===== config.mk =====
export PLATFORM = sky130hd
export DESIGN_NAME = midi_reg_master
export DESIGN_NICKNAME = d
export VERILOG_FILES = /design/src/rtl/midi_reg_master.sv
export SDC_FILE = /design/constraint.sdc
export NUM_CORES = 1
export LEC_CHECK = 0
export ABC_AREA = 1
export CAP_MARGIN = 15
export CORE_ASPECT_RATIO = 0.75
export CORE_UTILIZATION = 25
export CTS_CLUSTER_SIZE = 12
export DETAILED_ROUTE_END_ITERATION = 10
export PLACE_DENSITY_LB_ADDON = 0.08
export SLEW_MARGIN = 25
export SYNTH_ARGS = -nofsm -noshare
export SYNTH_HDL_FRONTEND = slang
export SYNTH_SLANG_ARGS = --single-unit

===== constraint.sdc =====
create_clock -name clk -period 2.64 [get_ports clk]
set_input_delay 0.792 -clock clk [delete_from_list [all_inputs] [get_ports clk]]
set_output_delay 0.792 -clock clk [all_outputs]
set_load 0.1 [all_outputs]

===== src/rtl/midi_reg_master.sv =====
// MIDI byte-stream parser that turns note-on/note-off messages into
// register read/write requests against a per-channel floppy register bank.
module midi_reg_master #(
  parameter int NUM_CH = 4
) (
  input  logic       clk,
  input  logic       rst,
  input  logic [7:0] rx_data,
  input  logic       new_rx_data,
  output logic [5:0] reg_addr,
  output logic       write,
  output logic       new_req,
  output logic [7:0] write_value,
  input  logic [7:0] read_value,
  output logic       busy,
  output logic       overflow
);

  typedef enum logic [1:0] {IDLE, RD_REQ, RD_CHK, WR_REQ} state_t;

  state_t     state;
  logic       rs_valid;
  logic [3:0] rs_type;
  logic [3:0] rs_ch;
  logic       rs_two;
  logic       data_idx;
  logic [6:0] data0;
  logic [6:0] req_note;
  logic       buf_valid;
  logic [7:0] buf_data;

  // Realtime bytes never reach the parser or the holding buffer.
  logic       in_take;
  logic       parse_vld;
  logic [7:0] parse_byte;
  logic [6:0] msg_note;
  logic       is_note;
  logic       note_on;

  always_comb begin
    in_take    = new_rx_data && (rx_data < 8'hF8);
    parse_vld  = (state == IDLE) && (buf_valid || in_take);
    parse_byte = buf_valid ? buf_data : rx_data;
    msg_note   = rs_two ? data0 : parse_byte[6:0];
    is_note    = ((rs_type == 4'h8) || (rs_type == 4'h9)) && (int'(rs_ch) < NUM_CH);
    note_on    = (rs_type == 4'h9) && (parse_byte[6:0] != 7'd0);
  end

  always_ff @(posedge clk) begin
    if (!rst) begin
      state       <= IDLE;
      rs_valid    <= 1'b0;
      rs_type     <= 4'h0;
      rs_ch       <= 4'h0;
      rs_two      <= 1'b0;
      data_idx    <= 1'b0;
      data0       <= 7'd0;
      req_note    <= 7'd0;
      buf_valid   <= 1'b0;
      buf_data    <= 8'h00;
      reg_addr    <= 6'd0;
      write       <= 1'b0;
      new_req     <= 1'b0;
      write_value <= 8'h00;
      busy        <= 1'b0;
      overflow    <= 1'b0;
    end else begin
      new_req <= 1'b0;

      // Holding buffer: one byte may wait while busy; a buffered byte takes
      // priority over a fresh one on the cycle it is drained.
      if (state != IDLE) begin
        if (in_take) begin
          if (buf_valid) overflow <= 1'b1;
          else begin
            buf_valid <= 1'b1;
            buf_data  <= rx_data;
          end
        end
      end else if (buf_valid) begin
        buf_valid <= 1'b0;
        if (in_take) overflow <= 1'b1;
      end

      case (state)
        IDLE: begin
          if (parse_vld) begin
            if (parse_byte >= 8'hF0) begin
              rs_valid <= 1'b0;
              data_idx <= 1'b0;
            end else if (parse_byte[7]) begin
              rs_valid <= 1'b1;
              rs_type  <= parse_byte[7:4];
              rs_ch    <= parse_byte[3:0];
              rs_two   <= (parse_byte[7:5] != 3'b110);
              data_idx <= 1'b0;
            end else if (rs_valid) begin
              if (rs_two && !data_idx) begin
                data0    <= parse_byte[6:0];
                data_idx <= 1'b1;
              end else begin
                data_idx <= 1'b0;
                if (is_note) begin
                  req_note <= msg_note;
                  reg_addr <= 6'(rs_ch);
                  new_req  <= 1'b1;
                  busy     <= 1'b1;
                  if (note_on) begin
                    state       <= WR_REQ;
                    write       <= 1'b1;
                    write_value <= {1'b1, msg_note};
                  end else begin
                    state <= RD_REQ;
                    write <= 1'b0;
                  end
                end
              end
            end
          end
        end
        RD_REQ: state <= RD_CHK;
        RD_CHK: begin
          // Only clear the register if it still plays the note being released.
          if (read_value == {1'b1, req_note}) begin
            state       <= WR_REQ;
            new_req     <= 1'b1;
            write       <= 1'b1;
            write_value <= {1'b0, req_note};
          end else begin
            state <= IDLE;
            busy  <= 1'b0;
          end
        end
        WR_REQ: begin
          state <= IDLE;
          busy  <= 1'b0;
        end
        default: begin
          state <= IDLE;
          busy  <= 1'b0;
        end
      endcase
    end
  end

endmodule


==> flow_summary.toml <==
[logic_synthesis]
post_synth.cell_area_avg_um2 = 6.66
postSynth.asyncResetShare = 0
synth_fa_ha_area_frac = 0
ys_seq_area_frac = 0.408
ys_warnings = 0
simple_gate_portion_of_the_synthesized_area = 0.332
yosysUniqueCellTypes = 31
synth_xor_xnor_area_share = 0.00343
synth_enable_flop_cells = 0
netlist.area_leader.share = 0.408
synth.area.mux_share = 0
post_synthesis_compound_gate_area_fraction = 0.142
synth_top_area_cell = "dfxtp_1"
synthCells = 383
synth_area_leaders = "dfxtp_1 (41%), nand2_1 (15%), inv_1 (7.1%)"
primary_flip_flop_cell_chosen_by_synthesis_mapping = "dfxtp_1"
synth_area_um2 = 2550
dominant_combinational_cell_family_by_area_after_synthesis = "simple AND/OR/NAND/NOR gates"
synth-seq-cells = 52

[place]
dpl.hpwl_mm = 5.12
routabilityCongestion = 0.753
place_inst = 543
placement.io_buffers = 34
dp_worst_setup_slack_ns = 0.171

[power_and_ir_drop]
leakagePower_nw = 1.44
power-per-cell-area_nw_per_um2 = 602
irDropWorstVdd_uv = 203

[finish]
fillCellCount = 1089
mostFrequentLayoutCells = "nand2_1 (103), dfxtp_1 (52), inv_1 (48)"
total_number_of_nets_in_the_final_design = 437
final_common_cell = "nand2_1"
area_growth_pct = 26.1
area_occupied_by_multi_input_gates_um2 = 1220
final-seq-area_um2 = 1040
finish.cell_count_without_fillers = 551
ratio_of_cells_with_drive_above_1_in_the_final_layout = 0.134
antenna-diode-count = 0

[clocking]
cts_tree = "done"
cts.root.buffer_cell = "clkbuf_16"
max-clock-path-buffers = 2
clk_latency_ns = 0.30
cts_post_setup_buffers_inserted = 0
cts_inserted_buffers = 5
clkSinkCount = 52
cts.reportedPaths.clkPinSlew_ns = 0.07
cts-hold-fix-buffers = 0
cts_resized = 0
cts_max_level = 2

[floorplan]
floorplan.initialDensity = 0.261
boundaryPins = 37
core_area_um2 = 9770
floorplan.die.height_um = 89.5
die_w_um = 119
fp-row-count = 31
die_area_um2 = 10600

[route]
pre_antenna_drt_iters = 5
remaining_drc_errors = 0
antenna_left = 0
postRouteWirelength_mm = 6.97
routed_via_density = 4.29
average_wire_per_standard_cell_um = 12.7
drtIter0Drc = 182
detailroute.via_count = 2366

[timing]
grt_setup_unrepaired = "false"
layout_setup_ws_ns = 0.503
clock.fmax_ghz = 0.468
share_of_the_cycle_needed_by_the_critical_path_after_routing = 0.809
final-setup-viol-count = 0
post-route-min-period_ns = 2.14
hold_viol = 0
fin_setup_tns_ns = 0
finalClockSkew_ns = 0.00685
slew_violations = 0

[setup_path]
r2r_setup_slack_ns = 0.85
worst-endpoint-required_ns = 2.84
criticalPathCategory = "input pin to register"
critPathArrivalTime_ns = 2.33
worstSetupStartpointType = "input pin"
critical_path.max_fanout = 16
cp-end-kind = "register"

[grt]
first_global_vias = 2219
gr-usage-all-layers = 0.144
grt_pass1_wl_mm = 11.6
grt_remaining_overflow = 0
antenna_found_initial = 0
grt_max_degree = 37

[worst_hold_path]
timing.hold.worst.class = "register to register"

[run_status]
result_of_the_run = "complete, no violations"

[run]
drv.max_cap_violation_count = 0
[final timing paths]
| path | startpoint | to | cells after the start |
|---|---|---|---|
| hold / removal | rs_type[2] | rs_type[2] | 2 |
| hold reg to reg | rs_type[2] | rs_type[2] | 2 |
| setup reg to reg | buf_valid | data0[2] | 7 |
| setup / recovery | rx_data[4] | write_value[5] | 11 |
[critical path, cell delays in order]
cell and delay (ns):
clkdlybuf4s50_1 0.50, nand3_1 0.09, o21bai_2 0.20, a21oi_2 0.08
buf_4 0.18, nand2_2 0.07, nand2_2 0.07, nand2_4 0.18
nand2_1 0.08, nand2_1 0.06, nor2_1 0.04
[power breakdown]
part / total [W] / internal (W) / switching (W)
Clock: 0.000949 / 0.000639 / 0.000310
Combinational: 0.000183 / 0.0000652 / 0.000118
Sequential: 0.000804 / 0.000796 / 0.00000790
[cell families after synthesis]
family,after synthesis
compound gates,68
flops,52
other cells,1
simple gates,193
xor+xnor,1
buf+inv,68
[metal layers]
metal	share of wire	global-route usage
met4	0.013	0.0483
met5	0	0
met1	0.54	0.213
met3	0.061	0.0338
met2	0.38	0.200
[registers in the layout, summed over array words and instances (netlist names)]
| signal | flops |
|---|---|
| reg_addr | 4 |
| buf_valid | 1 |
| new_req | 1 |
| rs_type | 4 |
| rs_valid | 1 |
| write | 1 |
| busy | 1 |
| overflow | 1 |
| rs_ch | 4 |
| write_value | 8 |
| rs_two | 1 |
| state | 2 |
| data_idx | 1 |
| data0 | 7 |
| buf_data | 8 |
| req_note | 7 |
[synthesized netlist by cell type, types with 2 or more instances]
cell type and count:
nor2_1 46, buf_4 4, nand2_4 2, nand2_2 6, nand3_1 26, inv_2 4
clkbuf_1 6, buf_2 3, nor2_2 3, dfxtp_1 52, a21oi_1 34, nand2_1 103
inv_1 48, o21ai_2 2, o21ai_0 27, buf_6 2
[stage by stage]
stage / cell area [um2] / util / hold slack, ns / power [W]
after floorplan: 2550 / - / 0.423 / 0.000936
after global placement: 3000 / 0.307 / 0.435 / 0.00101
after detailed placement: 3000 / 0.307 / 0.441 / 0.00101
after CTS: 3220 / 0.329 / 0.451 / 0.00196
after global routing: 3220 / 0.329 / 0.466 / 0.00201
final: 3220 / 0.329 / 0.447 / 0.00194
[final cells by class]
cell class              count  share of cell area
multi-input cells         264               0.381
flip-flops and latches     52               0.323
repair buffers             42               0.116
inverters                  53              0.0618
well taps                 132              0.0513
clock buffers               5              0.0389
clock inverters             3              0.0280
Power figures use the tool's default switching activity.
